===== config.mk =====
export PLATFORM = sky130hd
export DESIGN_NAME = dcm_clkgen_prog_responder
export DESIGN_NICKNAME = d
export VERILOG_FILES = /design/src/rtl/dcm_clkgen_prog_responder.sv
export SDC_FILE = /design/constraint.sdc
export NUM_CORES = 1
export LEC_CHECK = 0
export ABC_AREA = 1
export BUFFER_PORTS_ARGS = -buffer_cell sky130_fd_sc_hd__buf_2
export CORE_MARGIN = 2
export CORE_UTILIZATION = 25
export CTS_CLUSTER_SIZE = 28
export DETAILED_ROUTE_END_ITERATION = 8
export SLEW_MARGIN = 5
export SYNTH_ARGS = -nofsm -noshare
export SYNTH_HDL_FRONTEND = slang
export SYNTH_SLANG_ARGS = --single-unit

===== constraint.sdc =====
create_clock -name clk_i -period 2 [get_ports clk_i]
set_input_delay 0.4 -clock clk_i [delete_from_list [all_inputs] [get_ports clk_i]]
set_output_delay 0.4 -clock clk_i [all_outputs]
set_load 0.02 [all_outputs]

===== src/rtl/dcm_clkgen_prog_responder.sv =====
// dcm_clkgen_prog_responder
//   Emulates the DCM_CLKGEN dynamic-reprogramming port. It accepts serial
//   LoadM/LoadD frames and a GO command on PROGEN/PROGDATA. It holds the
//   active M-1/D-1 values and emulates a relock period after each GO.
//
// Parameters
//   DEFAULT_M1   M-1 value loaded at reset
//   DEFAULT_D1   D-1 value loaded at reset
//   LOCK_CYCLES  relock duration in clk_i cycles (2..65535)
//
// Ports
//   clk_i       PROGCLK; all inputs are sampled on its rising edge
//   reset_i     synchronous active-high reset
//   progen_i    PROGEN program enable
//   progdata_i  PROGDATA serial command/data
//   progdone_o  PROGDONE, high when idle and reprogramming is complete
//   locked_o    emulated LOCKED
//   mult_m1_o   active M-1
//   div_m1_o    active D-1
//   err_o       sticky protocol error flag
//
// Build option
//   CLKGEN_PROG_ERRCHK_EN  enables the error flag, and rejects a GO with pending M-1 = 0.
module dcm_clkgen_prog_responder #(
    parameter logic [7:0]  DEFAULT_M1  = 8'd1,
    parameter logic [7:0]  DEFAULT_D1  = 8'd1,
    parameter int unsigned LOCK_CYCLES = 64
) (
    input  logic       clk_i,
    input  logic       reset_i,
    input  logic       progen_i,
    input  logic       progdata_i,
    output logic       progdone_o,
    output logic       locked_o,
    output logic [7:0] mult_m1_o,
    output logic [7:0] div_m1_o,
    output logic       err_o
);

    typedef enum logic [2:0] {StIdle, StCmd, StShift, StGap, StRelock} state_e;

    state_e      state_q, state_d;
    logic        tgt_m_q, tgt_m_d;
    logic [7:0]  shreg_q, shreg_d;
    logic [2:0]  bitcnt_q, bitcnt_d;
    logic [7:0]  pend_m1_q, pend_m1_d;
    logic [7:0]  pend_d1_q, pend_d1_d;
    logic [7:0]  mult_q, mult_d;
    logic [7:0]  div_q, div_d;
    logic [15:0] cnt_q, cnt_d;
    // One-cycle event pulses; they delay the visible output change by one edge.
    logic        go_q, go_d;
    logic        exit_q, exit_d;
    logic        start_q, start_d;
    logic        locked_q, locked_d;
    logic        progdone_q, progdone_d;
    logic        err_set;

    always_comb begin
        state_d    = state_q;
        tgt_m_d    = tgt_m_q;
        shreg_d    = shreg_q;
        bitcnt_d   = bitcnt_q;
        pend_m1_d  = pend_m1_q;
        pend_d1_d  = pend_d1_q;
        cnt_d      = cnt_q;
        go_d       = 1'b0;
        exit_d     = 1'b0;
        start_d    = 1'b0;
        err_set    = 1'b0;

        unique case (state_q)
            StIdle: begin
                if (progen_i) begin
                    if (progdata_i) begin
                        state_d = StCmd;
                        start_d = 1'b1;
                    end else begin
`ifdef CLKGEN_PROG_ERRCHK_EN
                        if (pend_m1_q == 8'd0) begin
                            err_set = 1'b1;
                        end else begin
                            state_d = StRelock;
                            cnt_d   = 16'(LOCK_CYCLES - 1);
                            go_d    = 1'b1;
                        end
`else
                        state_d = StRelock;
                        cnt_d   = 16'(LOCK_CYCLES - 1);
                        go_d    = 1'b1;
`endif
                    end
                end
            end
            StCmd: begin
                if (progen_i) begin
                    tgt_m_d  = progdata_i;
                    bitcnt_d = 3'd0;
                    state_d  = StShift;
                end else begin
                    state_d = StIdle;
                    err_set = 1'b1;
                end
            end
            StShift: begin
                if (progen_i) begin
                    // LSB arrives first, so shift in from the top.
                    shreg_d  = {progdata_i, shreg_q[7:1]};
                    bitcnt_d = bitcnt_q + 3'd1;
                    if (bitcnt_q == 3'd7) begin
                        state_d = StGap;
                    end
                end else begin
                    state_d = StIdle;
                    err_set = 1'b1;
                end
            end
            StGap: begin
                if (!progen_i) begin
                    state_d = StIdle;
                    if (tgt_m_q) begin
                        pend_m1_d = shreg_q;
                    end else begin
                        pend_d1_d = shreg_q;
                    end
                end else begin
                    err_set = 1'b1;
                end
            end
            StRelock: begin
                if (progen_i) begin
                    err_set = 1'b1;
                end
                if (cnt_q == 16'd0) begin
                    state_d = StIdle;
                    exit_d  = 1'b1;
                end else begin
                    cnt_d = cnt_q - 16'd1;
                end
            end
            default: state_d = StIdle;
        endcase
    end

    always_comb begin
        mult_d     = mult_q;
        div_d      = div_q;
        locked_d   = locked_q;
        progdone_d = progdone_q;
        if (go_q) begin
            mult_d     = pend_m1_q;
            div_d      = pend_d1_q;
            locked_d   = 1'b0;
            progdone_d = 1'b0;
        end
        if (exit_q) begin
            locked_d   = 1'b1;
            progdone_d = 1'b1;
        end
        if (start_q) begin
            progdone_d = 1'b0;
        end
    end

    always_ff @(posedge clk_i) begin
        if (reset_i) begin
            state_q    <= StIdle;
            tgt_m_q    <= 1'b0;
            shreg_q    <= 8'd0;
            bitcnt_q   <= 3'd0;
            pend_m1_q  <= DEFAULT_M1;
            pend_d1_q  <= DEFAULT_D1;
            mult_q     <= DEFAULT_M1;
            div_q      <= DEFAULT_D1;
            cnt_q      <= 16'd0;
            go_q       <= 1'b0;
            exit_q     <= 1'b0;
            start_q    <= 1'b0;
            locked_q   <= 1'b1;
            progdone_q <= 1'b1;
        end else begin
            state_q    <= state_d;
            tgt_m_q    <= tgt_m_d;
            shreg_q    <= shreg_d;
            bitcnt_q   <= bitcnt_d;
            pend_m1_q  <= pend_m1_d;
            pend_d1_q  <= pend_d1_d;
            mult_q     <= mult_d;
            div_q      <= div_d;
            cnt_q      <= cnt_d;
            go_q       <= go_d;
            exit_q     <= exit_d;
            start_q    <= start_d;
            locked_q   <= locked_d;
            progdone_q <= progdone_d;
        end
    end

`ifdef CLKGEN_PROG_ERRCHK_EN
    logic err_q;

    always_ff @(posedge clk_i) begin
        if (reset_i) begin
            err_q <= 1'b0;
        end else begin
            err_q <= err_q | err_set;
        end
    end

    assign err_o = err_q;
`else
    logic unused_err_set;
    assign unused_err_set = err_set;
    assign err_o          = 1'b0;
`endif

    assign progdone_o = progdone_q;
    assign locked_o   = locked_q;
    assign mult_m1_o  = mult_q;
    assign div_m1_o   = div_q;

endmodule


# Word level (Yosys, flattened, before mapping)
# Cells that the tools add are included.
[classes]
n_eq_ne = 13
n_reduce_logical = 15
muxes = 21
n_bitwise = 4
addsub = 2
[ops]
columns = ["operator", "count"]
rows = [
  ["two-way mux 16 bit", 3],
  ["one-hot mux 16 bit (2 select lines)", 1],
  ["two-way mux 3 bit", 8],
  ["logical NOT 16 bit", 1],
  ["subtractor 16 x 1 -> 16 bit (second input constant)", 1],
  ["one-hot mux 3 bit (5 select lines)", 1],
  ["inequality test 2 bit (second input constant)", 7],
  ["AND reduction 3 bit", 3],
  ["AND reduction 4 bit", 2],
  ["equality test 3 x 2 -> 1 bit (second input constant)", 2],
  ["equality test 3 bit (second input constant)", 2],
  ["two-way mux 1 bit", 6],
  ["one-hot mux 3 bit (2 select lines)", 1],
  ["NOT 1 bit", 4],
  ["AND reduction 2 bit", 2],
  ["nonzero test 2 bit", 2],
  ["OR reduction 2 bit", 2],
  ["adder 3 x 1 -> 3 bit (second input constant)", 1],
  ["equality test 3 x 1 -> 1 bit (second input constant)", 1],
  ["logical NOT 3 bit", 1],
  ["inequality test 3 bit (second input constant)", 1],
  ["nonzero test 3 bit", 1],
  ["OR reduction 3 bit", 1],
  ["two-way mux 2 bit", 1],
]
[totals]
register_bits = 68
input_bits = 4
output_inout_bits = 19
word_cells = 69

# Longest topological paths before layout
# Gate-level depths: netlist of run 1.
[logic_depth]
depth_word = 4
depth_mapped = 11

# Least setup slack after synthesis of run 1
# OpenSTA, ideal clock, no wires.
[synth_timing]
path_kind = "register to register"
from = "register cnt_q[0]"
to = "register cnt_q[2]"
path_buffers = 1
setup_slack_ps = 547
stages_incl_launch_ff = 11
required_time_ps = 1878
arrival_ps = 1331
synth_period_minus_slack_ps = 1453
path_cell_list = "dfxtp_1 inv_1 ha_1 nand2_2 nor2_4 nand2_1 nand2_2 nand2_4 buf_6 o21ai_0 a21oi_2"
[synth_between]
elab_chain_cells = 3
word_cells_on_any_way = 6
cone_classes = "add/sub: 1; eq/ne: 1; mux: 2; reduce/logical: 2"
[synth_lines]
columns = ["item", "line_no", "rtl"]
rows = [
  ["from (decl)", "50", "logic [15:0] cnt_q, cnt_d;"],
  ["from (signal assigned)", "190", "cnt_q <= cnt_d;"],
  ["subtractor 16 x 1 -> 16 bit or logical NOT 16 bit (tied branches)", "138, 134", ""],
  ["two-way mux 16 bit or inequality test 2 bit (tied branches)", "-", ""],
  ["one-hot mux 16 bit (2 select lines) or AND reduction 4 bit (tied branches)", "-", ""],
]
# Parallel ways exist; a longest one is shown, timed or not. The select of a mux whose other input is x is not followed.
# A chain may end at the register's enable or synchronous reset.

# Final worst setup path of run 1
[layout_timing]
from = "register cnt_q[0]"
to = "register cnt_q[7]"
# Same word-level chain as after synthesis.

==> results of run 1 <==
[cells in the final DEF (no fill, tap or decap), types with 6 or more instances in the layout]
| cell type | netlist | routed |
|---|---|---|
| a21oi_1 | 12 | 12 |
| buf_2 | 1 | 21 |
| clkbuf_16 | 0 | 9 |
| dfxtp_1 | 68 | 68 |
| inv_1 | 27 | 27 |
| nand2_1 | 65 | 65 |
| nand3_1 | 20 | 20 |
| nor2_1 | 118 | 118 |
| nor2_2 | 6 | 6 |
| o21ai_0 | 43 | 43 |
[sequential cells by signal, indices dropped and copies added, names as in the netlist]
| name | count |
|---|---|
| shreg_q | 8 |
| bitcnt_q | 3 |
| state_q | 3 |
| exit_q | 1 |
| pend_m1_q | 8 |
| go_q | 1 |
| mult_m1_o | 8 |
| div_m1_o | 8 |
| tgt_m_q | 1 |
| progdone_o | 1 |
| cnt_q | 16 |
| start_q | 1 |
| locked_o | 1 |
| pend_d1_q | 8 |
[cell families after synthesis]
| group | share of synthesized area, % |
|---|---|
| and+or+nand+nor | 33.5 |
| DFF | 46.3 |
| other | 0.127 |
| xor gates and xnor gates | 0.596 |
| adders and majority gates | 1.28 |
| AOI/OAI and AO/OA | 11.3 |
| buffers and inverters | 6.93 |
[worst max path at each step]
stage / to / cells past startpoint
2_1_floorplan: cnt_q[2] / 10
3_3_place_gp: state_q[1] / 9
3_5_place_dp: state_q[1] / 9
4_1_cts: cnt_q[10] / 10
5_1_grt: cnt_q[7] / 11
6_report: cnt_q[7] / 11
[cell usage after synthesis, drive strengths merged]
cell type | n | area, um^2
nor2 | 125 | 492
nand2 | 69 | 279
dfxtp | 68 | 1360
o21ai | 43 | 215
inv | 30 | 113
nand3 | 22 | 120
a21oi | 15 | 86.3
clkbuf | 7 | 26.3
buf | 6 | 57.5
nor3 | 5 | 47.5
ha | 3 | 37.5
nand4 | 3 | 18.8
a211oi | 2 | 15.0
clkinv | 2 | 7.51
nand3b | 2 | 15.0
xor2 | 2 | 17.5
conb | 1 | 3.75
nor3b | 1 | 7.51
o211ai | 1 | 7.51
o21bai | 1 | 7.51
or2 | 1 | 6.26
[metal layers]
| layer | wire, um | GRT usage (%) | up-vias |
|---|---|---|---|
| met5 | 0 | 0 | - |
| met4 | 88 | 3.82 | 0 |
| met3 | 340 | 5.24 | 9 |
| met2 | 3040 | 18.1 | 54 |
| met1 | 3060 | 12.8 | 1142 |
| li1 | - | - | 1352 |
[area by class of cell]
class	instances	area, um^2	area share, %
well taps	143	179	5.18
inverters	32	120	3.47
clock inverters	6	38.8	1.12
repair buffers	26	143	4.13
flip-flops and latches	68	1360	39.4
clock buffers	10	239	6.91
multi-input cells	296	1380	39.8
[power breakdown]
| part | internal, mW | total (mW) | switching (mW) |
|---|---|---|---|
| Sequential | 1.51 | 1.64 | 0.136 |
| Combinational | 0.377 | 1.13 | 0.755 |
| Clock | 0.868 | 1.46 | 0.596 |
| Total | 2.75 | 4.24 | 1.49 |
[worst max-delay path: stages, from the launching register on]
cell and delay, ns:
dfxtp_1 0.32, inv_1 0.11, ha_1 0.22, nand2_2 0.14, nor2_4 0.14, nand2_1 0.07, nand2_2 0.12, nand2_4 0.14
nand2_1 0.11, nand2_1 0.05, nand2_1 0.05, nor2_1 0.04
[stage by stage]
step / utilization, % / power, mW / instance area [um^2] / worst slack (ns)
4_1_cts: 30.1 / 4.28 / 3460 / 0.390
5_1_grt: 30.1 / 4.53 / 3460 / 0.229
3_3_place_gp: 27.7 / 2.78 / 3180 / 0.363
3_5_place_dp: 27.7 / 2.80 / 3180 / 0.378
6_report: 30.1 / 4.24 / 3460 / 0.403
2_1_floorplan: - / 2.57 / 2940 / 0.547
==> results.cfg, run 1 <==
[timing]
drv_slew = 0
max_freq_mhz = 626
final.min_clock_period_ns = 1.60
rsz0062_at_grt = false
hold_ws_ns = 0.237
period_share_pct = 79.9
final_hold_viol_count = 0
setup_viol = 0
fin_worst_skew_ns = 0.00371
finalSetupTns_ns = 0

[layout]
num_antenna_cells = 0
syn2layout_area_growth_pct = 17.5
fin_nets = 440
drive_above_1_share_pct = 14.6
nFillCells = 1243
final_cells = 581

[detailed_routing]
vias_per_cell = 4.40
drt-total-wl_um = 6530
drtIter0Drc = 185
post_drt_wl_per_cell_um = 11.2
via_count = 2557
firstDrtPassIters = 4
ant_nets = 0
drc_errors = 0

[global_routing]
antenna_found_initial = 0
grt_max_degree = 45
grt_pass1_vias = 2419
gr-total-overflow = 0
grt_pass1_wl_um = 11100
track_usage_pct = 11.1

[outcome]
status = finished clean

[critical_path]
end_kind = flip-flop
crit_fanout = 14
rr_endpoint = cnt_q[7]
startpoint = cnt_q[0]
rrSetupSlack_ns = 0.40
critPathLaunchType = flip-flop
worstPathRequired_ns = 2.23
timing.rr.start = cnt_q[0]
r2r_cells = 11
cp.arrival_ns = 1.83
crit_type = flip-flop to flip-flop

[worst_hold_path]
whs_path_depth = 2
hold_class = primary input to flip-flop
min_to = go_q
min-delay-start = progdata_i

[clock_tree]
clkSlewWorstSetupHoldPaths_ns = 0.05
clockBufferDepth = 2
cts_tree = built
clock_sinks = 68
cts_buffers = 9
clk_latency_ns = 0.34
h-tree-depth = 3
cts_hold_buf = 0
cts_setup_buffers = 0
cts_resized = 0
clockRootBuffer = clkbuf_16

[floorplanning]
die_y_um = 112
ios = 23
coreArea_um2 = 11500
die_w_um = 112
rows = 39
initial_core_util_pct = 25.7
die_area_um2 = 12600

[placement]
gp_congestion = 0.800
dp_cells = 565
dp_hpwl_um = 4510
io_buffers = 21

[yosys]
synth_cell_types = 32
syn-cell-area_um2 = 2940
synth_area_per_cell_um2 = 7.19
synth_nets = 416
ys_seq_area_share_pct = 46.3
ys_seq_elements = 68
synthCells = 409
yosysWarnings = 0

[pwr]
power_density_nw_per_um2 = 1230
p_leak_nw = 1.58
ir_worst_vdd_v = 0.000828

[run]
maxCapViolations = 0
Power figures use the tool's default switching activity.
==> run 2, diff against run 1 <==
==> constraint.sdc (replaced) <==
create_clock -name clk_i -period 1.6 [get_ports clk_i]
set_input_delay 0.32 -clock clk_i [delete_from_list [all_inputs] [get_ports clk_i]]
set_output_delay 0.32 -clock clk_i [all_outputs]
set_load 0.02 [all_outputs]
==> results.cfg, run 2 (synthesized netlist as in run 1, its figures left out) <==
[outcome]
status = finished clean

[pwr]
switching_share_pct = 35.0
p_int_mw = 3.53
p_clk_share_pct = 33.8
p_leak_nw = 1.61
power_density_nw_per_um2 = 1530
p_comb_share_pct = 28.3
sequentialPowerShare_pct = 37.9
finalPower_mw = 5.42
ir_worst_vdd_v = 0.000782
p_sw_mw = 1.89

[floorplanning]
coreArea_um2 = 11500
ios = 23
die_area_um2 = 12600
die_w_um = 112
rows = 39
initial_core_util_pct = 25.7
die_y_um = 112

[detailed_routing]
post_drt_wl_per_cell_um = 11.3
drt-total-wl_um = 6640
ant_nets = 0
firstDrtPassIters = 4
via_count = 2605
drc_errors = 0
drtIter0Drc = 116
vias_per_cell = 4.45

[critical_path]
critPathCapture = state_q[1]
worstPathRequired_ns = 1.81
crit_fanout = 13
rrSetupSlack_ns = 0.11
startpoint = state_q[0]
end_kind = flip-flop
crit_type = flip-flop to flip-flop
r2r_cells = 7
rr_endpoint = state_q[1]
timing.rr.start = state_q[0]
critPathLaunchType = flip-flop
cp.arrival_ns = 1.69

[clock_tree]
cts_tree = built
clockRootBuffer = clkbuf_16
h-tree-depth = 3
clk_latency_ns = 0.33
cts_hold_buf = 0
clkSlewWorstSetupHoldPaths_ns = 0.06
cts_buffers = 9
clock_sinks = 68
clockBufferDepth = 2

[placement]
dp_hpwl_um = 4530
io_buffers = 21
dp_worst_setup_slack_ns = -0.00463
gp_congestion = 0.845

[timing]
final_hold_viol_count = 0
fin_worst_skew_ns = 0.00617
setup_viol = 0
drv_slew = 0
rsz0062_at_grt = true
period_share_pct = 92.9
hold_ws_ns = 0.169
setup_ws_ns = 0.114
max_freq_mhz = 673
final.min_clock_period_ns = 1.49

[layout]
num_antenna_cells = 0
layout_common_cells = nor2_1, dfxtp_1, nand2_1, o21ai_0, inv_1
drive_above_1_share_pct = 16.7
final_util_pct = 30.9
fin_nets = 445
largest_reg_flops = 16
syn2layout_area_growth_pct = 20.5
top_register = cnt_q
final_common_cell = nor2_1

[global_routing]
grt_max_degree = 45
track_usage_pct = 11.2
gr-total-overflow = 0
antenna_found_initial = 0
grt_pass1_wl_um = 11700
grt_pass1_vias = 2562

[worst_hold_path]
hold_class = primary input to flip-flop

[run]
maxCapViolations = 0
==> run 2: cell types whose count changed in the layout (fill, tap and decap cells not counted), sizes merged <==
cell / delta
buf: +5
clkbuf: +1
clkinv: -2
clkinvlp: +1
==> run 2: stage by stage <==
step	instance area [um^2]	TNS (ns)	std cells
final	3540	0	586
after CTS	3500	0	585
after detailed placement	3220	-0.00463	569
after floorplan	2940	0	409
after global placement	3220	0	569
after global routing	3540	-0.00423	586
==> run 2: what timing repair did <==
action | CTS | global route
buffers inserted | 0 | 1
gates resized for setup | 0 | 9
hold endpoints to repair | 0 | 0
setup endpoints to repair | 0 | 21
==> run 2: critical path, stage by stage, from the launching register on <==
cell and delay (ns):
dfxtp_1 0.43, inv_1 0.08, nand3_2 0.19, inv_2 0.15, nor2_1 0.29, nand4_1 0.13, nand2_1 0.07, nor2_1 0.03
==> run 2: power groups by stage <==
| stage | Combinational [mW] | Sequential [mW] | Clock, mW |
|---|---|---|---|
| after global routing | 1.75 | 2.08 | 1.95 |
| after floorplan | 1.11 | 2.10 | 0 |
| after CTS | 1.48 | 2.05 | 1.88 |
| after global placement | 1.45 | 2.08 | 0 |
| after detailed placement | 1.47 | 2.09 | 0 |
| final | 1.53 | 2.05 | 1.83 |
==> run 2: final cells by class <==
cell class | count | area, um^2
clock inverters | 5 | 36.3
repair buffers | 31 | 193
multi-input cells | 296 | 1410
fillers | 1242 | 7920
clock buffers | 11 | 243
inverters | 32 | 120
flip-flops and latches | 68 | 1360
well taps | 143 | 179
==> run 2: worst min-delay path by stage <==
stage               start          to  cells after the start
4_1_cts        progdata_i        go_q                      2
6_report       progdata_i        go_q                      2
3_3_place_gp      start_q  progdone_o                      1
2_1_floorplan  progdata_i        go_q                      1
3_5_place_dp      start_q  progdone_o                      1
5_1_grt        progdata_i        go_q                      2
==> run 2: per-layer routing <==
layer	track usage (%)	part of all wire [%]	vias to the layer above	wire length (um)
met4	2.68	0.62	0	41
met1	13.1	46	1207	3040
met2	20.4	50	35	3340
li1	-	-	1358	-
met5	0	0	-	0
met3	3.02	3.3	5	222
==> run 3, diff against run 2 <==
--- a/config.mk
+++ b/config.mk
@@ -8,7 +8,8 @@
 export ABC_AREA = 1
 export BUFFER_PORTS_ARGS = -buffer_cell sky130_fd_sc_hd__buf_2
 export CORE_MARGIN = 2
-export CORE_UTILIZATION = 25
+export CORE_UTILIZATION = 45
+export CTS_BUF_LIST = sky130_fd_sc_hd__clkbuf_8
 export CTS_CLUSTER_SIZE = 28
 export DETAILED_ROUTE_END_ITERATION = 8
 export SLEW_MARGIN = 5
==> results.cfg, run 3 (synthesized netlist as in run 1, its figures left out) <==
[detailed_routing]
vias_per_cell = 4.89
ant_nets = 0
drc_errors = 0
drtIter0Drc = 95
post_drt_wl_per_cell_um = 11.9
drt-total-wl_um = 6220
via_count = 2561
firstDrtPassIters = 4

[placement]
io_buffers = 21
dp_worst_setup_slack_ns = 0.0923
dp_hpwl_um = 4260
dp_cells = 507
gp_congestion = 0.900

[critical_path]
crit_family = simple AND/OR/NAND/NOR gates
critPathLaunchType = flip-flop
path_cells = inv_2 > ha_2 > nand2_2 > nor2_4 > nand2_1 > nand2_4 > nand2_8 > nand2_1 > nand2_1 > nand2_1 > nor2_1
crit_buf_inv = 1
cp_slowest_cell = dfxtp_1
end_kind = flip-flop
slowest_delay_ns = 0.34
crit_fanout = 14
cp.arrival_ns = 1.73
worstPathRequired_ns = 1.83
crit_type = flip-flop to flip-flop
crit_path_frequent_cell = nand2_1

[global_routing]
antenna_found_initial = 0
grt_max_degree = 47
grt_pass1_wl_um = 10600
gr-total-overflow = 0
track_usage_pct = 18.2
grt_pass1_vias = 2366

[pwr]
ir_worst_vdd_v = 0.000788
p_leak_nw = 1.63
p_comb_share_pct = 28.2
sequentialPowerShare_pct = 37.3
p_int_mw = 3.64
p_clk_share_pct = 34.5
power_density_nw_per_um2 = 1590
switching_share_pct = 33.9
finalPower_mw = 5.51
p_sw_mw = 1.87

[layout]
fin_nets = 449
top_register = cnt_q
final_cells = 524
final_common_cell = nor2_1
num_antenna_cells = 0
drive_above_1_share_pct = 17.2
largest_reg_flops = 16
layout_common_cells = nor2_1, dfxtp_1, nand2_1, o21ai_0, inv_1
syn2layout_area_growth_pct = 18.1

[clock_tree]
cts_buffers = 9
clkSlewWorstSetupHoldPaths_ns = 0.08
cts_tree = built
clk_latency_ns = 0.34
clock_sinks = 68
h-tree-depth = 3
clockRootBuffer = clkbuf_8
clockBufferDepth = 2

[floorplanning]
die_w_um = 84.9
die_area_um2 = 7200
coreArea_um2 = 6350
rows = 29
initial_core_util_pct = 46.3
ios = 23
die_y_um = 84.9

[timing]
final_hold_viol_count = 0
drv_slew = 0
final.min_clock_period_ns = 1.49
max_freq_mhz = 671
fin_worst_skew_ns = 0.00739
setup_viol = 0
hold_ws_ns = 0.153
setup_ws_ns = 0.109
period_share_pct = 93.2

[outcome]
status = finished clean

[run]
maxCapViolations = 0

[worst_hold_path]
hold_class = primary input to flip-flop
[run 3: cell types whose count changed in the layout (fill, tap and decap cells not counted), moves of 2 or more]
cell / change
clkbuf_16: -9
clkbuf_8: +8
bufinv_16: +4
buf_4: +3
clkinvlp_4: -3
nand3_2: -2
[run 3: worst paths after layout]
check | start | endpoint | slack (ns) | depth (start not counted)
worst max-delay path | cnt_q[0] | cnt_q[7] | 0.11 | 11
worst min-delay path | progdata_i | go_q | 0.15 | 2
worst max register to register | cnt_q[0] | cnt_q[7] | 0.11 | 11
worst min register to register | start_q | progdone_o | 0.42 | 1
[run 3: per-layer routing]
layer,track usage (%),up-vias,wire [um]
li1,-,1378,-
met1,24.8,1148,3180
met2,28.1,26,2770
met3,3.21,9,149
met4,8.51,0,119
met5,0,-,0
[run 3: stage by stage]
step           util [%]  instance area (um^2)  setup TNS, ns
6_report           54.7                  3470              0
5_1_grt            54.7                  3470       -0.00318
4_1_cts            54.2                  3440              0
3_5_place_dp       49.9                  3170              0
3_3_place_gp       49.9                  3170              0
2_1_floorplan         -                  2940              0
[run 3: area by class of cell]
class                           instances  area (um^2)
Tap cell                               77         96.3
Timing Repair Buffer                   34          215
Fill cell                             634         2880
Multi-Input combinational cell        297         1410
Clock buffer                            9          124
Clock inverter                          7          146
Inverter                               32          120
Sequential cell                        68         1360
[run 3: power groups by stage]
stage | registers, mW | clock network [mW] | logic, mW
2_1_floorplan | 2.10 | 0 | 1.11
3_3_place_gp | 2.08 | 0 | 1.47
3_5_place_dp | 2.08 | 0 | 1.48
4_1_cts | 2.05 | 1.94 | 1.49
5_1_grt | 2.08 | 2.01 | 1.77
6_report | 2.05 | 1.90 | 1.55
[run 3: timing repair]
| action | in CTS | in global routing |
|---|---|---|
| endpoints found under the setup margin | 0 | 12 |
| gates resized for setup | 0 | 7 |
| buffers inserted | 0 | 0 |
| hold buffers | 0 | 0 |
[run 3: worst reg2reg max path, cell delays in order, from the launching register on]
cell and delay (ns):
dfxtp_1 0.34, inv_2 0.08, ha_2 0.20, nand2_2 0.08, nor2_4 0.14, nand2_1 0.10, nand2_4 0.12, nand2_8 0.10
nand2_1 0.10, nand2_1 0.05, nand2_1 0.05, nor2_1 0.03
